### config.mk
export PLATFORM = sky130hd
export DESIGN_NAME = arith_pipe
export DESIGN_NICKNAME = d
export VERILOG_FILES = /design/src/rtl/arith_pipe.sv
export SDC_FILE = /design/constraint.sdc
export NUM_CORES = 1
export LEC_CHECK = 0
export ABC_AREA = 1
export CORE_ASPECT_RATIO = 1.25
export CORE_MARGIN = 2
export CORE_UTILIZATION = 53
export CTS_CLUSTER_DIAMETER = 150
export CTS_CLUSTER_SIZE = 25
export DETAILED_ROUTE_END_ITERATION = 10
export PLACE_DENSITY = 0.85
export RECOVER_POWER = 50
export SYNTH_ARGS = -nofsm -noshare
export SYNTH_HDL_FRONTEND = slang
export SYNTH_SLANG_ARGS = --single-unit
### constraint.sdc
create_clock -name clk -period 3.1 [get_ports clk]
set_input_delay 0.31 -clock clk [delete_from_list [all_inputs] [get_ports clk]]
set_output_delay 0.31 -clock clk [all_outputs]
set_load 0.1 [all_outputs]
### src/rtl/arith_pipe.sv
// Two-stage pipelined add/sub/inc/dec/saturate/accumulate unit with valid/ready
// handshakes on both sides and a sticky overflow flag.
module arith_pipe #(
  parameter int unsigned WIDTH = 16
) (
  input  logic             clk,
  input  logic             rst,
  input  logic             in_valid,
  output logic             in_ready,
  input  logic [WIDTH-1:0] a,
  input  logic [WIDTH-1:0] b,
  input  logic [2:0]       code,
  input  logic             cin,
  output logic             out_valid,
  input  logic             out_ready,
  output logic [WIDTH-1:0] c,
  output logic             vout,
  output logic             cout,
  output logic             sticky_v,
  input  logic             clr_sticky
);

  localparam int unsigned MSB = WIDTH - 1;
  localparam int unsigned W1  = WIDTH + 1;
  localparam logic [WIDTH-1:0] MAX_POS = {1'b0, {(WIDTH-1){1'b1}}};
  localparam logic [WIDTH-1:0] MIN_NEG = {1'b1, {(WIDTH-1){1'b0}}};

  logic             s1_valid;
  logic [WIDTH-1:0] s1_a;
  logic [WIDTH-1:0] s1_b;
  logic [2:0]       s1_code;
  logic             s1_cin;
  logic [WIDTH-1:0] acc;

  logic             advance;
  logic             accept;
  logic [W1-1:0]    sum_add;
  logic [W1-1:0]    sum_sub;
  logic [WIDTH-1:0] sum_plain;
  logic [WIDTH-1:0] sum_acc;
  logic [WIDTH-1:0] res;
  logic             res_v;
  logic             res_co;
  logic             sat_ovf;

  assign advance  = !out_valid || out_ready;
  assign in_ready = !s1_valid || advance;
  assign accept   = in_valid && in_ready;

  // Stage 2 datapath, evaluated on the stage 1 contents
  always_comb begin
    sum_add   = {1'b0, s1_a} + {1'b0, s1_b} + W1'(s1_cin);
    sum_sub   = {1'b0, s1_a} - {1'b0, s1_b};
    sum_plain = s1_a + s1_b;
    sum_acc   = acc + s1_a;
    sat_ovf   = (s1_a[MSB] == s1_b[MSB]) && (sum_plain[MSB] != s1_a[MSB]);
    res       = '0;
    res_v     = 1'b0;
    res_co    = 1'b0;
    case (s1_code)
      3'b000: begin
        res   = sum_add[WIDTH-1:0];
        res_v = (s1_a[MSB] == s1_b[MSB]) && (res[MSB] != s1_a[MSB]);
      end
      3'b001: begin
        res    = sum_add[WIDTH-1:0];
        res_co = sum_add[WIDTH];
      end
      3'b010: begin
        res   = sum_sub[WIDTH-1:0];
        res_v = (s1_a[MSB] != s1_b[MSB]) && (res[MSB] != s1_a[MSB]);
      end
      3'b011: begin
        res    = sum_sub[WIDTH-1:0];
        res_co = sum_sub[WIDTH];
      end
      3'b100: begin
        res   = s1_a + WIDTH'(1);
        res_v = (s1_a == MAX_POS);
      end
      3'b101: begin
        res   = s1_a - WIDTH'(1);
        res_v = (s1_a == MIN_NEG);
      end
      3'b110: begin
        res   = sat_ovf ? (s1_a[MSB] ? MIN_NEG : MAX_POS) : sum_plain;
        res_v = sat_ovf;
      end
      default: begin
        res   = sum_acc;
        res_v = (acc[MSB] == s1_a[MSB]) && (sum_acc[MSB] != acc[MSB]);
      end
    endcase
  end

  always_ff @(posedge clk) begin
    if (rst) begin
      s1_valid  <= 1'b0;
      s1_a      <= '0;
      s1_b      <= '0;
      s1_code   <= '0;
      s1_cin    <= 1'b0;
      out_valid <= 1'b0;
      c         <= '0;
      vout      <= 1'b0;
      cout      <= 1'b0;
      acc       <= '0;
      sticky_v  <= 1'b0;
    end else begin
      if (accept) begin
        s1_valid <= 1'b1;
        s1_a     <= a;
        s1_b     <= b;
        s1_code  <= code;
        s1_cin   <= cin;
      end else if (advance) begin
        s1_valid <= 1'b0;
      end
      // Result registers only move when the consumer side can take a new one
      if (advance) begin
        out_valid <= s1_valid;
        if (s1_valid) begin
          c    <= res;
          vout <= res_v;
          cout <= res_co;
          if (s1_code == 3'b111) acc <= sum_acc;
        end
      end
      if (out_valid && out_ready && vout) sticky_v <= 1'b1;
      else if (clr_sticky)                sticky_v <= 1'b0;
    end
  end

endmodule

=== Word level (Yosys, flattened, before mapping) ===
Index checks and enable logic that the tools add are counted.

* Register bits: 73
* Input port bits: 41
* Output and inout port bits: 21
* Word-level logic and storage cells: 62

* $add $sub $neg: 7
* Equal/unequal tests: 16
* Muxes and demuxes: 9
* Reduce and logical (&&, ||, !) cells: 19

{| class="wikitable"
|+ Operators with widths
! kind !! count
|-
| $pmux W16 S5 || 1
|-
| $add A16 B16 Y16 || 2
|-
| $mux W16 || 2
|-
| $add A16 B16 Y17 || 1
|-
| $add A17 B1 Y17 || 1
|-
| $sub A16 B16 Y17 || 1
|-
| $add A16 B1 Y16 const B || 1
|-
| $eq A16 B15 Y1 const B || 1
|-
| $eq A16 B16 Y1 const B || 1
|-
| $sub A16 B1 Y16 const B || 1
|-
| $eq A3 B3 Y1 const B || 4
|-
| $logic_and A1 B1 Y1 || 7
|-
| $eq A3 B2 Y1 const B || 2
|-
| $pmux W1 S6 || 1
|-
| $reduce_or A2 Y1 || 3
|-
| $ne A1 B1 Y1 || 5
|-
| $mux W1 || 4
|-
| $reduce_bool A2 Y1 || 2
|-
| $eq A3 B1 Y1 const B || 1
|-
| $logic_not A3 Y1 || 1
|-
| $reduce_and A3 Y1 || 1
|-
| $eq A1 B1 Y1 || 2
|-
| $logic_not A1 Y1 || 2
|-
| $logic_or A1 B1 Y1 || 2
|-
| other kinds (2) || 2
|}

=== Logic depth before layout (Yosys ltp) ===
* Depth after elaboration: 5
* Gate-level depth with buffers: 21
* Depth with buffers taken out: 19

=== Worst setup path before layout ===
Ideal clock, no wire load.

* Kind: register to register
* From: register out_valid
* To: register s1_a[10]
* Library setup time: 70 ps
* Data arrival time: 2994 ps
* Data required time: 3030 ps
* Slack: 36 ps
* Cell stages (with the launch flop): 6
* Buffers on the path: 1
* Period minus slack after synthesis: 3064 ps
* Path through: dfxtp_1 -> nand3_1 -> nand2_1 -> clkbuf_1 -> o21ai_0 -> a21oi_1

* Cells in the longest elaborated chain, start to end: 4

{| class="wikitable"
|+ Ends and longest elaborated chain
! what !! line !! text
|-
| from (decl) || 14 || <nowiki>output logic out_valid,</nowiki>
|-
| from (signal assigned) || 121 || <nowiki>out_valid <= s1_valid;</nowiki>
|-
| $logic_not A1 Y1 || 46 || <nowiki>assign advance = !out_valid || out_ready;</nowiki>
|-
| $logic_or A1 B1 Y1 || 46 ||
|-
| $logic_or A1 B1 Y1 || 47 || <nowiki>assign in_ready = !s1_valid || advance;</nowiki>
|-
| via in_ready || 9 || <nowiki>output logic in_ready,</nowiki>
|-
| $logic_and A1 B1 Y1 || 48 || <nowiki>assign accept = in_valid && in_ready;</nowiki>
|-
| to (signal assigned) || 99 || <nowiki>s1_a <= '0;</nowiki>
|-
| to (signal assigned) || 112 || <nowiki>s1_a <= a;</nowiki>
|-
| to (decl) || 29 || <nowiki>logic [WIDTH-1:0] s1_a;</nowiki>
|}

The timed path passes the listed nets, and every way through them passes these cells.
A chain may end at the register's enable or synchronous reset.

=== Worst setup path in the final report ===
* From: register s1_a[0]
* To: register c[12]

* Cells in the longest elaborated chain, start to end: 5
* Elaborated cells on any way between the ends: 11
* Those cells by class: 7 x add/sub; 1 x eq/ne; 2 x mux; 1 x reduce/logical

{| class="wikitable"
|+ Ends and longest elaborated chain
! what !! line !! text
|-
| parallel branches: the longest is 4 deep, another holds $add A16 B16 Y17 || n/a ||
|-
| $pmux W16 S5 (*) || 60 || <nowiki>case (s1_code)</nowiki>
|-
| to (signal assigned) || 123 || <nowiki>c <= res;</nowiki>
|-
| to (decl) || 16 || <nowiki>output logic [WIDTH-1:0] c,</nowiki>
|}

Mark *: on every way between the ends.

==> metrics.cfg <==
[cells_and_area]
drive_gt1_share_pct=5.41
finalNonFillerCells=1370
diodes=0
finalNetCount=1292
nFillCells=1231
final_util_pct=63.0
syn_to_final_growth_pct=16.0

[run]
cap_violations=0

[sta]
finalWorstPathRequiredPeriod_ns=2.94
finalSetupViolCount=0
hold_viol=0
fmax_ghz=0.340
worst_slew_pin_slew_ns=1.16
skew_ns=0.00820
tns_ns=0
final-max-slew-violation-count=0
whs_ns=0.463
finalCritPeriodShare_pct=94.8
rsz0062_at_grt=no
relSlewSlack_pct=22.9

[power_and_ir_drop]
p_clk_share_pct=32.8
combPwrFrac_pct=35.6
switchingPower_w=0.00130
powerDensity_nw_per_um2=415
ir_drop_v=0.000265
seqPwrFrac_pct=31.6
intPower_w=0.00201
power_leakage_nw=3.83
switching_share_pct=39.2

[cts]
clk_path_buf_depth=2
cts_tree=built
clk_latency_ns=0.34
postCtsSetupRepairBufs=0
h-tree-depth=3
root_buffer=clkbuf_16
clock-sinks=73
cts.clk_slew.worst_paths_ns=0.07
hold_buffers=0
cts_made_buffers=9
ctsResizeCount=0

[worst_setup_path]
end_kind=flip-flop
worstSetupPathType=reg -> reg
critPathLaunchType=flip-flop
rr_startpoint=s1_a[0]
critical_path_arrival_ns=3.14
reg2reg_slack_ns=0.16
crit_path_end=c[12]
reg2regPathDepth=16
cp.required_ns=3.30
cp_max_fo=7
reg2reg_to=c[12]
crit_path_start=s1_a[0]

[floorplanning]
die_w_um=106
fp-row-count=46
core_um2=12700
die_h_um=131
initial_utilization_pct=54.3
dieArea_um2=13900
ioPinCount=62

[global_routing]
grt-ovfl-total=0
grt_max_degree=48
antenna_found_initial=0
grt_pass1_vias=7697
grt_pass1_wl_mm=37.9
grt_use_total_pct=34.1

[placement]
place_congestion=1.02
io_buffers=61
dp_hpwl_mm=18.6
dp_cells=1355

[yosys]
syn_inst=1142
yosysSeqAreaShare_pct=21.2
ys_ff_latch=73
synth-edff-count=0
synthFlopType=dfxtp_1
async_flop_share_pct=0
syn_area_um2=6880
synth.avg_cell_area_um2=6.02
synth_cell_types=46
yosysWarningCount=0
syn_nets=1236

[detailed_routing]
drtIter0Drc=710
drtAntennaViolNets=0
drt-total-wl_mm=23.7
viasPerCell=5.85
dr.pass1.iters=6
drc=0
vias=8021
wire_per_inst_um=17.3

[worst_hold_path]
hold_path.class=reg -> reg
worstHoldStart=c[2]

[outcome]
outcome=finished clean

## area by class of cell
| class | count | area, um^2 | area share (%) |
|---|---|---|---|
| sequential | 73 | 1460 | 18.3 |
| timing repair buffer | 90 | 813 | 10.2 |
| clock inverter | 4 | 53.8 | 0.674 |
| inverter | 134 | 503 | 6.30 |
| multi-input combinational | 890 | 4690 | 58.8 |
| clock buffer | 11 | 243 | 3.04 |
| tap | 168 | 210 | 2.63 |
## through the flow
step / area, um^2 / setup slack, ns / total power, W
floorplan: 6880 / 0.0364 / 0.00186
global placement: 7710 / 0.268 / 0.00220
detailed placement: 7710 / 0.242 / 0.00221
CTS: 8010 / 0.209 / 0.00329
global route: 7980 / 0.0243 / 0.00346
finish: 7980 / 0.162 / 0.00331
## cells in the final DEF (no fill, tap or decap), drive strengths merged, types with 4 or more instances in the layout
cell	Yosys	layout
ha	48	48
o21ai	87	87
a21oi	143	143
a41oi	8	8
xnor2	4	4
buf	23	26
clkbuf	22	15
nor2	84	84
a22oi	6	6
nand3	109	109
inv	134	134
fa	5	5
nand2	315	315
clkdlybuf4s50	0	58
nor3	8	8
o21bai	5	5
xor2	16	16
dfxtp	73	73
nand4	20	20
nand3b	7	7
## logic make-up (layout without fill, tap and decap cells)
kind of cell,Yosys count,after routing,synth area share (%)
and+or+nand+nor,548,548,34.0
AOI/OAI and AO/OA,269,269,21.5
buffers and inverters,179,239,10.5
adders and majority gates,53,53,10.2
DFF,73,73,21.2
xor gates and xnor gates,20,20,2.55
## worst min path at each step
stage / end / slack, ns / cells past startpoint
floorplan: s1_cin / 0.45 / 2
global placement: acc[14] / 0.46 / 2
detailed placement: c[2] / 0.46 / 2
CTS: c[2] / 0.47 / 2
global route: c[1] / 0.49 / 2
finish: c[2] / 0.46 / 2
## critical path: stages (launching register included)
cell,delay (ns)
dfxtp_1,0.50
inv_1,0.20
fa_1,0.51
inv_1,0.14
fa_1,0.26
inv_1,0.08
o21ai_0,0.15
buf_4,0.16
nand2_1,0.07
nand3_1,0.08
nand2_1,0.06
nand3_1,0.07
o21ai_0,0.08
a21oi_1,0.19
nand2_1,0.09
nand2_1,0.09
a21oi_1,0.07
## registers in the layout (all words and copies together) (netlist names)
| signal | count |
|---|---|
| c | 16 |
| s1_b | 16 |
| sticky_v | 1 |
| cout | 1 |
| s1_a | 16 |
| s1_code | 3 |
| acc | 16 |
| vout | 1 |
| s1_valid | 1 |
| s1_cin | 1 |
| out_valid | 1 |
## power groups by stage
stage                     sequential (W)  combinational [W]  clock (W)
final                            0.00105            0.00118    0.00109
after global routing             0.00105            0.00128    0.00113
after CTS                        0.00104            0.00116    0.00109
after detailed placement         0.00106            0.00115          0
after global placement           0.00106            0.00114          0
after floorplan                  0.00117           0.000692          0
## cell usage after synthesis, drive strengths merged (4+ instances only)
cell type / n / area (um^2)
a41oi: 8 / 70.1
inv: 134 / 503
nand4: 20 / 125
xor2: 16 / 140
o21ai: 87 / 435
ha: 48 / 601
xnor2: 4 / 35.0
nand3b: 7 / 65.1
fa: 5 / 100
nor2: 84 / 333
clkbuf: 22 / 83.8
dfxtp: 73 / 1460
nand3: 109 / 546
o21bai: 5 / 37.5
a21oi: 143 / 734
nand2: 315 / 1190
nor3: 8 / 45.0
buf: 23 / 134
a22oi: 6 / 45.0
## routing by layer
layer / up-vias / share of wire, % / global-route usage (%)
met1: 3608 / 40 / 42.7
met2: 413 / 46 / 56.8
met5: - / 0 / 0
met4: 0 / 5.1 / 17.1
met3: 97 / 8.7 / 4.76
li1: 3903 / - / -
No activity file was read; power rests on OpenSTA's default activity.
